### src/rtl/uart_xcvr_cfg.sv
// Configurable UART transceiver: 16x-oversampled TX/RX with per-frame config latching,
// TX/RX FIFOs (RX first-word fall-through) and internal loopback.
module uart_xcvr_cfg #(
    parameter int unsigned FIFO_DEPTH = 16,
    parameter int unsigned CLK_FQ     = 25000000,
    parameter int unsigned BR         = 115200
) (
    input  logic        clk,
    input  logic        reset,
    input  logic [15:0] cfg_div,
    input  logic [1:0]  cfg_dbits,
    input  logic [1:0]  cfg_par,
    input  logic        cfg_stop2,
    input  logic        cfg_loopback,
    input  logic        wr_uart,
    input  logic [7:0]  w_data,
    output logic        tx_fifo_full,
    output logic        tx_fifo_empty,
    output logic        tx_busy,
    output logic        tx,
    input  logic        rx,
    input  logic        rd_uart,
    output logic [7:0]  r_data,
    output logic [1:0]  r_err,
    output logic        rx_fifo_empty,
    output logic        rx_fifo_full,
    output logic        rx_overrun
);
    localparam int unsigned AW = $clog2(FIFO_DEPTH);
    localparam logic [15:0] DIV_DEF = 16'(CLK_FQ / (16 * BR) - 1);

    typedef enum logic [2:0] {TxIdle, TxStart, TxData, TxPar, TxStop} tx_state_t;
    typedef enum logic [2:0] {RxIdle, RxStart, RxData, RxPar, RxStop} rx_state_t;

    logic [15:0] w_div;
    assign w_div = (cfg_div == 16'd0) ? DIV_DEF : cfg_div;

    // ---------------- TX FIFO ----------------
    logic [7:0]    r_txf_mem [FIFO_DEPTH];
    logic [AW-1:0] r_txf_wptr, r_txf_rptr;
    logic [AW:0]   r_txf_cnt;
    logic          r_txf_full, r_txf_empty;
    logic          w_txf_push, w_txf_pop;
    logic [AW:0]   w_txf_cnt_nxt;

    assign w_txf_push    = wr_uart && (!r_txf_full || w_txf_pop);
    assign w_txf_cnt_nxt = r_txf_cnt + {{AW{1'b0}}, w_txf_push} - {{AW{1'b0}}, w_txf_pop};

    always_ff @(posedge clk) begin
        if (reset) begin
            r_txf_wptr  <= '0;
            r_txf_rptr  <= '0;
            r_txf_cnt   <= '0;
            r_txf_full  <= 1'b0;
            r_txf_empty <= 1'b1;
        end else begin
            if (w_txf_push) r_txf_wptr <= r_txf_wptr + AW'(1);
            if (w_txf_pop)  r_txf_rptr <= r_txf_rptr + AW'(1);
            r_txf_cnt   <= w_txf_cnt_nxt;
            r_txf_full  <= (w_txf_cnt_nxt == (AW + 1)'(FIFO_DEPTH));
            r_txf_empty <= (w_txf_cnt_nxt == '0);
        end
    end

    always_ff @(posedge clk) begin
        if (w_txf_push) r_txf_mem[r_txf_wptr] <= w_data;
    end

    // ---------------- TX FSM ----------------
    tx_state_t   r_tx_state, w_tx_state_nxt;
    logic [15:0] r_tx_div, r_tx_div_cnt;
    logic [4:0]  r_tx_tick;
    logic [2:0]  r_tx_bit;
    logic [7:0]  r_tx_data;
    logic [1:0]  r_tx_dbits, r_tx_par;
    logic        r_tx_stop2;
    logic        w_tx_tick, w_tx_bit_done, w_tx_stop_done, w_tx_last, w_tx_par_en;
    logic        w_tx_load, w_tx_line;
    logic [7:0]  w_tx_mask;

    assign w_tx_mask      = 8'hFF >> (~cfg_dbits);
    assign w_tx_tick      = (r_tx_div_cnt == r_tx_div);
    assign w_tx_bit_done  = w_tx_tick && (r_tx_tick[3:0] == 4'd15);
    assign w_tx_stop_done = w_tx_tick && (r_tx_tick == (r_tx_stop2 ? 5'd31 : 5'd15));
    assign w_tx_last      = (r_tx_bit == {1'b1, r_tx_dbits});
    assign w_tx_par_en    = (r_tx_par == 2'b01) || (r_tx_par == 2'b10);

    always_comb begin
        w_tx_state_nxt = r_tx_state;
        w_txf_pop      = 1'b0;
        w_tx_load      = 1'b0;
        w_tx_line      = 1'b1;
        unique case (r_tx_state)
            TxIdle: begin
                if (!r_txf_empty) begin
                    w_txf_pop      = 1'b1;
                    w_tx_load      = 1'b1;
                    w_tx_state_nxt = TxStart;
                end
            end
            TxStart: begin
                w_tx_line = 1'b0;
                if (w_tx_bit_done) w_tx_state_nxt = TxData;
            end
            TxData: begin
                w_tx_line = r_tx_data[r_tx_bit];
                if (w_tx_bit_done && w_tx_last) w_tx_state_nxt = w_tx_par_en ? TxPar : TxStop;
            end
            TxPar: begin
                w_tx_line = (^r_tx_data) ^ r_tx_par[1];
                if (w_tx_bit_done) w_tx_state_nxt = TxStop;
            end
            TxStop: begin
                // Chain straight into the next frame so queued words leave with no gap
                if (w_tx_stop_done) begin
                    if (!r_txf_empty) begin
                        w_txf_pop      = 1'b1;
                        w_tx_load      = 1'b1;
                        w_tx_state_nxt = TxStart;
                    end else begin
                        w_tx_state_nxt = TxIdle;
                    end
                end
            end
            default: w_tx_state_nxt = TxIdle;
        endcase
    end

    always_ff @(posedge clk) begin
        if (reset) begin
            r_tx_state   <= TxIdle;
            r_tx_div     <= '0;
            r_tx_div_cnt <= '0;
            r_tx_tick    <= '0;
            r_tx_bit     <= '0;
            r_tx_data    <= '0;
            r_tx_dbits   <= '0;
            r_tx_par     <= '0;
            r_tx_stop2   <= 1'b0;
        end else begin
            r_tx_state <= w_tx_state_nxt;
            if (w_tx_load) begin
                r_tx_data    <= r_txf_mem[r_txf_rptr] & w_tx_mask;
                r_tx_div     <= w_div;
                r_tx_dbits   <= cfg_dbits;
                r_tx_par     <= cfg_par;
                r_tx_stop2   <= cfg_stop2;
                r_tx_div_cnt <= '0;
                r_tx_tick    <= '0;
                r_tx_bit     <= '0;
            end else if (r_tx_state != TxIdle) begin
                if (w_tx_tick) begin
                    r_tx_div_cnt <= '0;
                    if (r_tx_state == TxData && w_tx_bit_done) begin
                        r_tx_tick <= '0;
                        r_tx_bit  <= r_tx_bit + 3'd1;
                    end else if (w_tx_state_nxt != r_tx_state) begin
                        r_tx_tick <= '0;
                    end else begin
                        r_tx_tick <= r_tx_tick + 5'd1;
                    end
                end else begin
                    r_tx_div_cnt <= r_tx_div_cnt + 16'd1;
                end
            end
        end
    end

    assign tx_busy       = (r_tx_state != TxIdle);
    assign tx            = cfg_loopback ? 1'b1 : w_tx_line;
    assign tx_fifo_full  = r_txf_full;
    assign tx_fifo_empty = r_txf_empty;

    // ---------------- RX front end ----------------
    logic r_rx_s1, r_rx_s2, r_rx_s3;

    always_ff @(posedge clk) begin
        if (reset) begin
            r_rx_s1 <= 1'b1;
            r_rx_s2 <= 1'b1;
            r_rx_s3 <= 1'b1;
        end else begin
            r_rx_s1 <= cfg_loopback ? w_tx_line : rx;
            r_rx_s2 <= r_rx_s1;
            r_rx_s3 <= r_rx_s2;
        end
    end

    // ---------------- RX FSM ----------------
    rx_state_t   r_rx_state, w_rx_state_nxt;
    logic [15:0] r_rx_div, r_rx_div_cnt;
    logic [3:0]  r_rx_tick;
    logic [2:0]  r_rx_bit;
    logic [7:0]  r_rx_data;
    logic [1:0]  r_rx_dbits, r_rx_par;
    logic        r_rx_perr, r_rx_ovr;
    logic        w_rx_tick, w_rx_mid, w_rx_begin, w_rx_push_req;

    assign w_rx_tick = (r_rx_div_cnt == r_rx_div);
    assign w_rx_mid  = w_rx_tick && (r_rx_tick == 4'd15);

    always_comb begin
        w_rx_state_nxt = r_rx_state;
        w_rx_begin     = 1'b0;
        w_rx_push_req  = 1'b0;
        unique case (r_rx_state)
            RxIdle: begin
                if (r_rx_s3 && !r_rx_s2) begin
                    w_rx_begin     = 1'b1;
                    w_rx_state_nxt = RxStart;
                end
            end
            RxStart: begin
                if (w_rx_tick && r_rx_tick == 4'd7) w_rx_state_nxt = r_rx_s2 ? RxIdle : RxData;
            end
            RxData: begin
                if (w_rx_mid && r_rx_bit == {1'b1, r_rx_dbits})
                    w_rx_state_nxt = (r_rx_par == 2'b01 || r_rx_par == 2'b10) ? RxPar : RxStop;
            end
            RxPar: begin
                if (w_rx_mid) w_rx_state_nxt = RxStop;
            end
            RxStop: begin
                if (w_rx_mid) begin
                    w_rx_push_req  = 1'b1;
                    w_rx_state_nxt = RxIdle;
                end
            end
            default: w_rx_state_nxt = RxIdle;
        endcase
    end

    always_ff @(posedge clk) begin
        if (reset) begin
            r_rx_state   <= RxIdle;
            r_rx_div     <= '0;
            r_rx_div_cnt <= '0;
            r_rx_tick    <= '0;
            r_rx_bit     <= '0;
            r_rx_data    <= '0;
            r_rx_dbits   <= '0;
            r_rx_par     <= '0;
            r_rx_perr    <= 1'b0;
        end else begin
            r_rx_state <= w_rx_state_nxt;
            if (w_rx_begin) begin
                r_rx_div     <= w_div;
                r_rx_dbits   <= cfg_dbits;
                r_rx_par     <= cfg_par;
                r_rx_div_cnt <= '0;
                r_rx_tick    <= '0;
                r_rx_bit     <= '0;
                r_rx_data    <= '0;
                r_rx_perr    <= 1'b0;
            end else if (r_rx_state != RxIdle) begin
                if (w_rx_tick) begin
                    r_rx_div_cnt <= '0;
                    // Half-bit realignment after the start check; 4-bit wrap gives 16 ticks/bit
                    r_rx_tick <= (r_rx_state == RxStart && r_rx_tick == 4'd7) ? 4'd0
                                                                               : r_rx_tick + 4'd1;
                    if (r_rx_state == RxData && w_rx_mid) begin
                        r_rx_data[r_rx_bit] <= r_rx_s2;
                        r_rx_bit            <= r_rx_bit + 3'd1;
                    end
                    if (r_rx_state == RxPar && w_rx_mid)
                        r_rx_perr <= (r_rx_s2 != ((^r_rx_data) ^ r_rx_par[1]));
                end else begin
                    r_rx_div_cnt <= r_rx_div_cnt + 16'd1;
                end
            end
        end
    end

    // ---------------- RX FIFO ----------------
    logic [9:0]    r_rxf_mem [FIFO_DEPTH];
    logic [AW-1:0] r_rxf_wptr, r_rxf_rptr;
    logic [AW:0]   r_rxf_cnt;
    logic          r_rxf_full, r_rxf_empty;
    logic          w_rxf_push, w_rxf_pop;
    logic [AW:0]   w_rxf_cnt_nxt;
    logic [9:0]    w_rxf_head;

    assign w_rxf_pop     = rd_uart && !r_rxf_empty;
    assign w_rxf_push    = w_rx_push_req && (!r_rxf_full || w_rxf_pop);
    assign w_rxf_cnt_nxt = r_rxf_cnt + {{AW{1'b0}}, w_rxf_push} - {{AW{1'b0}}, w_rxf_pop};
    assign w_rxf_head    = r_rxf_mem[r_rxf_rptr];

    always_ff @(posedge clk) begin
        if (reset) begin
            r_rxf_wptr  <= '0;
            r_rxf_rptr  <= '0;
            r_rxf_cnt   <= '0;
            r_rxf_full  <= 1'b0;
            r_rxf_empty <= 1'b1;
            r_rx_ovr    <= 1'b0;
        end else begin
            if (w_rxf_push) r_rxf_wptr <= r_rxf_wptr + AW'(1);
            if (w_rxf_pop)  r_rxf_rptr <= r_rxf_rptr + AW'(1);
            r_rxf_cnt   <= w_rxf_cnt_nxt;
            r_rxf_full  <= (w_rxf_cnt_nxt == (AW + 1)'(FIFO_DEPTH));
            r_rxf_empty <= (w_rxf_cnt_nxt == '0);
            r_rx_ovr    <= w_rx_push_req && r_rxf_full && !rd_uart;
        end
    end

    always_ff @(posedge clk) begin
        if (w_rxf_push) r_rxf_mem[r_rxf_wptr] <= {r_rx_perr, ~r_rx_s2, r_rx_data};
    end

    assign r_data        = r_rxf_empty ? 8'h00 : w_rxf_head[7:0];
    assign r_err         = r_rxf_empty ? 2'b00 : w_rxf_head[9:8];
    assign rx_fifo_empty = r_rxf_empty;
    assign rx_fifo_full  = r_rxf_full;
    assign rx_overrun    = r_rx_ovr;

endmodule

### config.mk
export PLATFORM = sky130hd
export DESIGN_NAME = uart_xcvr_cfg
export DESIGN_NICKNAME = d
export VERILOG_FILES = /design/src/rtl/uart_xcvr_cfg.sv
export SDC_FILE = /design/constraint.sdc
export NUM_CORES = 1
export LEC_CHECK = 0
export ABC_AREA = 1
export CORE_ASPECT_RATIO = 0.75
export CORE_MARGIN = 2
export CORE_UTILIZATION = 61
export CTS_CLUSTER_DIAMETER = 80
export DETAILED_ROUTE_END_ITERATION = 7
export PLACE_DENSITY = 0.78
export SYNTH_ARGS = -nofsm -noshare
export SYNTH_HDL_FRONTEND = slang
export SYNTH_SLANG_ARGS = --single-unit
### constraint.sdc
create_clock -name clk -period 4.09 [get_ports clk]
set_input_delay 0.6135 -clock clk [delete_from_list [all_inputs] [get_ports clk]]
set_output_delay 0.6135 -clock clk [all_outputs]
set_load 0.1 [all_outputs]
==> results of run 1 <==
-- synth_stat cells (all sizes together), types with 9 or more instances --
master / count
a21oi: 67
buf: 9
clkbuf: 66
dfxtp: 153
edfxtp: 288
ha: 26
inv: 163
nand2: 195
nand3: 68
nand4: 26
nor2: 293
nor3: 32
o211ai: 19
o21ai: 227
o221ai: 47
o22ai: 42
xnor2: 14
xor2: 22
-- registers in the layout (all words and copies together) (netlist names), 5 cells and up, named ones only --
register,cells
r_rxf_cnt,5
r_txf_mem,128
r_rx_data,8
r_rx_div,16
r_rx_div_cnt,16
r_tx_div_cnt,16
r_txf_cnt,5
r_tx_data,8
r_tx_tick,5
r_rxf_mem,160
r_tx_div,16
-- logic make-up (layout without fill, tap and decap cells) --
kind of cell | Yosys count | count (layout)
buf+inv | 241 | 324
flops | 441 | 441
compound gates | 426 | 426
xor+xnor | 36 | 36
simple gates | 635 | 635
fa+ha+maj | 28 | 28
-- power groups by stage --
stage | Sequential [mW] | Clock, mW | Combinational, mW
final | 5.16 | 3.98 | 2.78
after global routing | 5.18 | 4.19 | 3.09
after CTS | 5.15 | 4.02 | 2.77
after detailed placement | 5.24 | 0 | 2.75
after global placement | 5.23 | 0 | 2.65
after floorplan | 5.28 | 0 | 2.00
-- placed cells by master, fill, tap and decap left out, types with 5 or more instances in the layout --
cell and n:
buf_4 42, o22ai_1 42, o211ai_1 19, ha_1 26, a211oi_1 8, bufinv_16 6, clkdlybuf4s50_1 40, edfxtp_1 288
nor3_1 27, xor2_1 22, o221ai_1 47, clkinv_2 6, clkbuf_16 43, nand4_1 23, dfxtp_1 151, nand3_1 66
inv_2 20, nor4_1 5, nor2_1 283, nand2_1 187, nor3b_1 5, xnor2_1 14, nor3_2 5, o21ai_1 17
inv_1 143, clkinv_1 8, a21oi_1 66, or2_2 7, o21ai_0 209, a31oi_1 8, nor2_2 7, clkbuf_1 10
-- routing by layer --
metal  vias up  GRT usage [%]  wire length (um)
met5         -              0                12
li1       6461              -                 -
met2       560           41.6             19300
met4         2           7.71               805
met3        67           6.07              3940
met1      6551           39.1             18800
-- cell type report --
cell class | count | area, sq um | share of cell area, %
Sequential cell | 441 | 11700 | 56.0
Clock buffer | 56 | 1150 | 5.52
Timing Repair Buffer | 83 | 736 | 3.51
Multi-Input combinational cell | 1125 | 5970 | 28.5
Tap cell | 399 | 499 | 2.38
Inverter | 166 | 624 | 2.98
Clock inverter | 19 | 241 | 1.15
-- how the worst max path moves through the flow --
stage	startpoint	end	slack (ns)	cells past startpoint
floorplan	flop	r_data[0]	0.81	7
global placement	rd_uart	rx_fifo_empty	0.64	14
detailed placement	rd_uart	r_rxf_cnt[4]	0.56	16
CTS	flop	r_data[1]	0.64	6
global route	flop	r_data[2]	0.48	6
finish	flop	r_data[1]	0.60	6
-- metrics by stage --
stage / area (sq um) / util, % / hold slack, ns / std cells
after floorplan: 18600 / - / 0.389 / 1807
after global placement: 19500 / 65.0 / 0.399 / 2214
after detailed placement: 19500 / 65.0 / 0.403 / 2214
after CTS: 20900 / 69.6 / 0.430 / 2289
after global routing: 20900 / 69.6 / 0.427 / 2289
final: 20900 / 69.6 / 0.415 / 2289
-- worst max-delay path: stages, from the launching register on --
cell and delay, ns:
dfxtp_2 0.33, buf_4 0.61, o21ai_0 0.20, o22ai_1 0.43, o211ai_1 0.23, a21oi_1 0.18, buf_4 0.31
==> key figures, run 1 <==
Run status
  – Status: complete, no violations

Placement
  – Post-Place Setup Slack: roughly 0.56 ns
  – Port-buffer cells: 51
  – Dpl hpwl: between 20000 and 30000 um
  – GP Congestion: ~0.87

Floorplan
  – Row cnt: 55
  – Ports: 52
  – Die height: ~160 um
  – Die X: 206 um
  – Initial Utilization: 61.9%
  – Die ar.: 31900 sq um
  – Core ar.: 30100 sq um

Global routing
  – First-pass GRT wire length: roughly 67000 um
  – Largest net degree at the start of global routing: 81
  – Total Routing Usage GR: between 20% and 30%
  – Number of global-route vias before repair: 12900
  – Grt ovf: 0
  – Initial antenna violation count: 1

Synthesis
  – Synth top area cells: edfxtp_1, dfxtp_1, nor2_1
  – Mapped cell area: ~19000 sq um
  – FF+latch count, synth: 441
  – Cell taking the most area after synthesis: edfxtp_1
  – Sequential fraction of the synthesis area: 63.0%
  – Main combinational cell family by area after synthesis: simple AND/OR/NAND/NOR gates
  – Netlist cell types: 50
  – Post-Synth XOR/XNOR Area: 1.69%
  – Gate Count Post-Synth: around 1800
  – Simple-Gate Fraction of Synth Area: ~15%
  – Share of the synthesized area in the top cell type: a little under half
  – Synth Area in Adders: roughly 2%
  – Syn_nets: about 1900
  – EDFF count, synth: 288
  – Ys async rst share: 0%
  – YS warnings: 0
  – Synth Area in Compound Gates: a little over an eighth
  – Post-synthesis mux area share: 0%
  – Most common flop cell mapped by yosys: edfxtp_1
  – Synth Area per Inst: ~10 sq um

Drt
  – Total Wirelength: between 40000 and 50000 um
  – Pre-antenna DRT Iters: 5
  – Vias per std cell: approximately 6.0
  – Iter 0 DRT Violations: 1501
  – Via count: 13600
  – # DRC: 0
  – Antenna Nets Post-Route: 0
  – WL per Instance: 18.8 um

Layout
  – Syn-to-layout area delta: 12.5%
  – Ant diodes: 0
  – Layout cells sized above 1: under 10%
  – Nets@finish: 1922
  – Fill count: about 2200

Critical path
  – Crit path kind: flop to output port
  – CP required: 3.48 ns
  – Startpoint Class: flop
  – FF-to-FF path depth: 15
  – Crit-path max FO: 80
  – Reg2reg end: rx_fifo_empty
  – RR Startpoint: r_rx_div_cnt[12]
  – Crit path arrival time: 2.88 ns
  – CP Capture Type: output port
  – Worst reg2reg setup slack: 0.86 ns

Pwr
  – Design Power: around 12 mW
  – P_sw: 3.77 mW
  – Cell Int Power: about 8.1 mW
  – P per Cell Area: ~570 nW/um^2
  – Clock Power Share: between 30% and 40%
  – VDD IR max: between 0.2 and 0.3 mV
  – Seq pwr share: a little over two fifths
  – Leakage: 7.67 nW
  – Gate power share: between 20% and 30%
  – Sw frac: between 30% and 40%

Timing
  – Fmax achieved: 286 MHz
  – Finish-stage setup viols: 0
  – Worst rel slew slack: around a third
  – Final worst slack: 0.599 ns
  – Clock skew: 0.0152 ns
  – Max Slew Vio Count: 0
  – RSZ-0062 raised after global routing: false
  – Hold Fails Final Rpt: 0
  – Post-route setup TNS: 0 ns
  – Final period util: between 80% and 90%
  – Worst Tran Pin Value: between 1 and 1.5 ns
  – Fin crit period: 3.49 ns

Flow run
  – MaxCap Viol Count: 0

Hold path
  – Hold WC Path Type: flop to flop
  – Startpoint of the worst hold path: r_rx_s1
  – Hold path cells: 1
  – Worst Hold Path EP: r_rx_s2

Clocking
  – CTS H-tree lvls: 2
  – Clock slew at reported path FFs: 0.06 ns
  – CTS sink cnt: between 400 and 500
  – CTS tree: built
  – Root buffer cell: clkbuf_16
  – Postcts setup bufs: 0
  – Worst-Skew Late Latency: around 0.54 ns
  – CTS buffer count: 42
  – CTS Hold Bufs: 0
  – CTS Buffer Depth: 3
  – Post-cts resize count: 0
Power figures use the tool's default switching activity.
==> run 2, diff against run 1 <==
Clock period 4.09 ns to 4 ns, I/O delays scaled along.
==> run 2 against run 1 <==
Total power increased by 1.1%. Register-to-register slack worse by 0.18 ns. Worst hold slack better by 0.00065 ns. Non-clock buffer count unchanged. Via count grew 0.21%. Global-route usage rose by 0.54 points. Sequential share of layout area is 0.10 points higher. Critical path type unchanged. Wire length grew 1.6%. Clock power down 2%.
==> key figures, run 2 (synthesis results as in run 1) <==
Run status
  – Status: complete, no violations

Clocking
  – CTS H-tree lvls: 2
  – CTS Hold Bufs: 0
  – Post-cts resize count: 0
  – CTS tree: built
  – CTS sink cnt: around 440
  – Postcts setup bufs: 0
  – Clock slew at reported path FFs: roughly 0.060 ns
  – CTS Buffer Depth: 3
  – CTS buffer count: 42
  – Worst-Skew Late Latency: around 0.54 ns
  – Root buffer cell: clkbuf_16

Pwr
  – P per Cell Area: around 580 nW/um^2
  – VDD IR max: approximately 0.36 mV
  – Sw frac: about a third
  – Gate power share: between 20% and 30%
  – Design Power: approximately 12 mW
  – Seq pwr share: between 40 and 50%
  – Clock Power Share: between 30 and 40%
  – Cell Int Power: roughly 8.2 mW
  – Leakage: roughly 7.7 nW
  – P_sw: between 3 and 4 mW

Floorplan
  – Row cnt: 55
  – Core ar.: 30100 sq um
  – Ports: 52
  – Die height: 155 um
  – Initial Utilization: about three fifths
  – Die X: 206 um
  – Die ar.: 31900 sq um

Timing
  – Worst rel slew slack: 29.2%
  – Fmax achieved: 286 MHz
  – Worst Tran Pin Value: 1.06 ns
  – Hold Fails Final Rpt: 0
  – Max Slew Vio Count: 0
  – Clock skew: approximately 0.02 ns
  – Fin crit period: around 3.5 ns
  – RSZ-0062 raised after global routing: false
  – Final period util: between 80% and 90%
  – Post-route setup TNS: 0 ns
  – Finish-stage setup viols: 0

Global routing
  – Initial antenna violation count: 1
  – Grt ovf: 0
  – Number of global-route vias before repair: 13000
  – First-pass GRT wire length: roughly 69000 um
  – Largest net degree at the start of global routing: 81
  – Total Routing Usage GR: 27.7%

Hold path
  – Hold path cells: 1
  – Hold WC Path Type: flop to flop

Critical path
  – FF-to-FF path depth: 15
  – Crit path arrival time: about 2.9 ns
  – Crit-path max FO: 80
  – Crit path kind: flop to output port
  – CP Capture Type: output port
  – Startpoint Class: flop
  – CP required: approximately 3.4 ns

Layout
  – Finished Cell Area: roughly 21000 sq um
  – Ant diodes: 0
  – Largest register FFs: between 150 and 200
  – Commonest non-fill, non-tap cell in the layout: edfxtp_1
  – Syn-to-layout area delta: 12.3%
  – Fill count: roughly 2100
  – Nets@finish: slightly below 2000
  – Layout cells sized above 1: about 8.9%
  – Largest register by flop count: r_rxf_mem
  – Most frequent cells in the layout: edfxtp_1, nor2_1, o21ai_0
  – Biggest regs: r_rxf_mem (160), r_txf_mem (128)

Placement
  – Dpl hpwl: about 28000 um
  – Port-buffer cells: slightly above 50
  – GP Congestion: roughly 0.87
  – DP Area: 19500 sq um

Drt
  – Iter 0 DRT Violations: between 1000 and 1500
  – Antenna Nets Post-Route: 0
  – Pre-antenna DRT Iters: 5
  – Total Wirelength: 43600 um
  – Via count: about 14000
  – Vias per std cell: approximately 6
  – # DRC: 0
  – WL per Instance: approximately 19 um

Flow run
  – MaxCap Viol Count: 0
==> run 2: worst paths after layout <==
kind | endpoint | slack [ns] | startpoint
hold reg to reg | r_rx_s2 | 0.42 | r_rx_s1
hold / removal | r_rx_s2 | 0.42 | r_rx_s1
setup / recovery | r_data[2] | 0.51 | flop
setup reg to reg | rx_fifo_empty | 0.68 | r_rx_div_cnt[12]
==> run 2: critical path: stages, from the launching register on <==
cell	delay [ns]
dfxtp_2	0.33
buf_4	0.59
o21ai_0	0.20
o22ai_1	0.39
o211ai_1	0.24
a21oi_1	0.21
buf_4	0.32
==> run 2: per-layer routing <==
layer	part of all wire, %	track usage [%]	up-vias
met4	1.6	6.61	2
met3	9.1	5.66	62
li1	-	-	6456
met1	44	40.2	6577
met5	0.030	0	-
met2	46	43.1	572
==> run 2: power groups by stage <==
stage | sequential (mW) | clock [mW] | combinational [mW]
5_1_grt | 5.29 | 4.15 | 3.15
4_1_cts | 5.26 | 3.95 | 2.83
6_report | 5.27 | 3.92 | 2.85
2_1_floorplan | 5.39 | 0 | 2.04
3_3_place_gp | 5.35 | 0 | 2.70
3_5_place_dp | 5.36 | 0 | 2.80
==> run 2: area by class of cell <==
class | count | area, sq um | area share (%)
inverter | 166 | 624 | 2.99
multi-input combinational | 1125 | 5970 | 28.5
clock buffer | 57 | 1200 | 5.74
clock inverter | 20 | 160 | 0.766
timing repair buffer | 83 | 736 | 3.52
sequential | 441 | 11700 | 56.1
tap | 399 | 499 | 2.39
==> run 2: per-stage QoR <==
| stage | util (%) | cells | hold slack [ns] | worst slack, ns |
|---|---|---|---|---|
| 6_report | 69.5 | 2291 | 0.415 | 0.507 |
| 5_1_grt | 69.5 | 2291 | 0.421 | 0.421 |
| 4_1_cts | 69.5 | 2291 | 0.417 | 0.599 |
| 3_5_place_dp | 65.0 | 2214 | 0.401 | 0.590 |
| 3_3_place_gp | 65.0 | 2214 | 0.396 | 0.690 |
| 2_1_floorplan | - | 1807 | 0.389 | 0.735 |
==> run 3, diff against run 2 <==
Settings changed: GPL_ROUTABILITY_DRIVEN set to 0.
==> run 3 against run 2 <==
Flip-flop and latch count unchanged. Count of clock-buffer cells in the layout up 3. Clock power about the same. Utilization about the same. Clock skew up 0.0050 ns.
==> key figures, run 3 (synthesis results as in run 1) <==
Flow run
  – MaxCap Viol Count: 0

Global routing
  – Grt ovf: 0
  – Number of global-route vias before repair: 12700
  – Largest net degree at the start of global routing: 81
  – First-pass GRT wire length: ~67000 um
  – Initial antenna violation count: 1
  – Total Routing Usage GR: 26.8%

Critical path
  – Crit path kind: flop to output port
  – CP top delay family: compound AO/OA/AOI/OAI gates
  – CP required: roughly 3.4 ns
  – RR Startpoint: r_rx_div_cnt[13]
  – WP buf/inv: 2
  – Critical path's most frequent cell: buf_4
  – Crit-path cells: buf_4 > o21ai_0 > o22ai_1 > o211ai_1 > a21oi_1 > buf_4
  – Worst reg2reg setup slack: between 0.7 and 0.8 ns
  – CP Capture Type: output port
  – Slowest CP cell: buf_4
  – Startpoint Class: flop
  – Crit path arrival time: around 2.9 ns
  – Slowest stage delay, CP: about 0.6 ns
  – Crit-path max FO: 80

Drt
  – # DRC: 0
  – Iter 0 DRT Violations: 1284
  – Total Wirelength: roughly 42000 um
  – Via count: roughly 14000
  – Pre-antenna DRT Iters: 5
  – Vias per std cell: 5.90
  – WL per Instance: approximately 19 um
  – Antenna Nets Post-Route: 0

Timing
  – Hold Fails Final Rpt: 0
  – Post-route setup TNS: 0 ns
  – Final period util: 87.1%
  – Worst Tran Pin Value: between 1 and 1.5 ns
  – Fin crit period: 3.48 ns
  – Worst rel slew slack: between 20 and 30%
  – Finish-stage setup viols: 0
  – Max Slew Vio Count: 0
  – Clock skew: approximately 0.025 ns
  – RSZ-0062 raised after global routing: false
  – Fmax achieved: 287 MHz

Hold path
  – Startpoint of the worst hold path: r_rx_s1
  – Hold WC Path Type: flop to flop

Clocking
  – Clock slew at reported path FFs: approximately 0.060 ns
  – CTS Hold Bufs: 0
  – Post-cts resize count: 0
  – Worst-Skew Late Latency: approximately 0.55 ns
  – CTS Buffer Depth: 3
  – Root buffer cell: clkbuf_16
  – Postcts setup bufs: 0
  – CTS tree: built
  – CTS buffer count: between 40 and 50
  – CTS sink cnt: 441
  – CTS H-tree lvls: 2

Floorplan
  – Core ar.: 30100 sq um
  – Die ar.: 31900 sq um
  – Initial Utilization: approximately three fifths
  – Ports: 52
  – Row cnt: 55
  – Die height: 155 um
  – Die X: between 200 and 250 um

Placement
  – Dpl hpwl: approximately 27000 um
  – Port-buffer cells: 51

Pwr
  – Design Power: 12.0 mW
  – Gate power share: 23.6%
  – VDD IR max: 0.315 mV
  – Clock Power Share: 32.5%
  – Seq pwr share: 43.9%
  – P_sw: 3.83 mW
  – Leakage: 7.67 nW
  – Sw frac: a little under a third
  – Cell Int Power: 8.14 mW
  – P per Cell Area: 573 nW/um^2

Layout
  – Ant diodes: 0
  – Final core utilization: 69.5%
  – Nets@finish: slightly below 2000
  – Most frequent cells in the layout: edfxtp_1, nor2_1, o21ai_0
  – Largest register by flop count: r_rxf_mem
  – Syn-to-layout area delta: 12.3%
  – Layout cells sized above 1: a little under a tenth
  – Fill count: approximately 2200
  – Biggest regs: r_rxf_mem (160), r_txf_mem (128)
  – Commonest non-fill, non-tap cell in the layout: edfxtp_1
  – Reg area: between 10000 and 15000 sq um
  – Largest register FFs: 160
  – Area of the multi-input gates: 5970 sq um

Run status
  – Status: complete, no violations
-- run 3: changes by cell type in the layout (fill, tap and decap cells not counted), sizes merged --
| cell | change |
|---|---|
| inv | +1 |
| buf | -1 |
| clkbuf | +3 |
| bufinv | -1 |
| clkinv | +2 |
| clkinvlp | -4 |
-- run 3: worst reg2reg max path, delay by kind of cell (launching register included) --
kind,cells,cell delay (ns)
DFF,1,0.37
xor gates and xnor gates,1,0.17
and+or+nand+nor,8,1.35
AOI/OAI and AO/OA,1,0.07
buffers and inverters,4,0.39
adders and majority gates,3,0.88
-- run 3: per-stage QoR --
step	setup WS [ns]	hold WS [ns]	std cells	area, sq um
floorplan	0.735	0.389	1807	18600
global placement	0.699	0.396	2213	19500
detailed placement	0.563	0.404	2213	19500
CTS	0.574	0.425	2291	20900
global route	0.408	0.457	2291	20900
finish	0.518	0.420	2291	20900
-- run 3: power by group through the flow --
stage	combinational [mW]	clock (mW)	sequential [mW]
final	2.83	3.89	5.26
after global routing	3.12	4.11	5.29
after CTS	2.80	3.95	5.26
after detailed placement	2.79	0	5.35
after global placement	2.71	0	5.35
after floorplan	2.04	0	5.39
-- run 3: final timing paths --
path,to,cells after the start
worst max-delay path,r_data[2],6
worst min-delay path,r_rx_s2,1
worst max register to register,rx_fifo_full,17
worst min register to register,r_rx_s2,1
-- run 3: layer usage --
metal | track usage [%] | routed length [um] | share of wire, % | up-vias
met3 | 5.19 | 4170 | 9.8 | 66
met4 | 6.54 | 720 | 1.7 | 2
li1 | - | - | - | 6448
met1 | 38.4 | 18000 | 43 | 6397
met5 | 0 | 13 | 0.031 | -
met2 | 42.4 | 19400 | 46 | 603
-- run 3: area by class of cell --
| cell class | instances | share of cell area, % |
|---|---|---|
| clock inverters | 18 | 0.617 |
| flip-flops and latches | 441 | 56.0 |
| multi-input cells | 1125 | 28.5 |
| well taps | 399 | 2.39 |
| repair buffers | 82 | 3.48 |
| clock buffers | 60 | 5.93 |
| inverters | 166 | 2.99 |
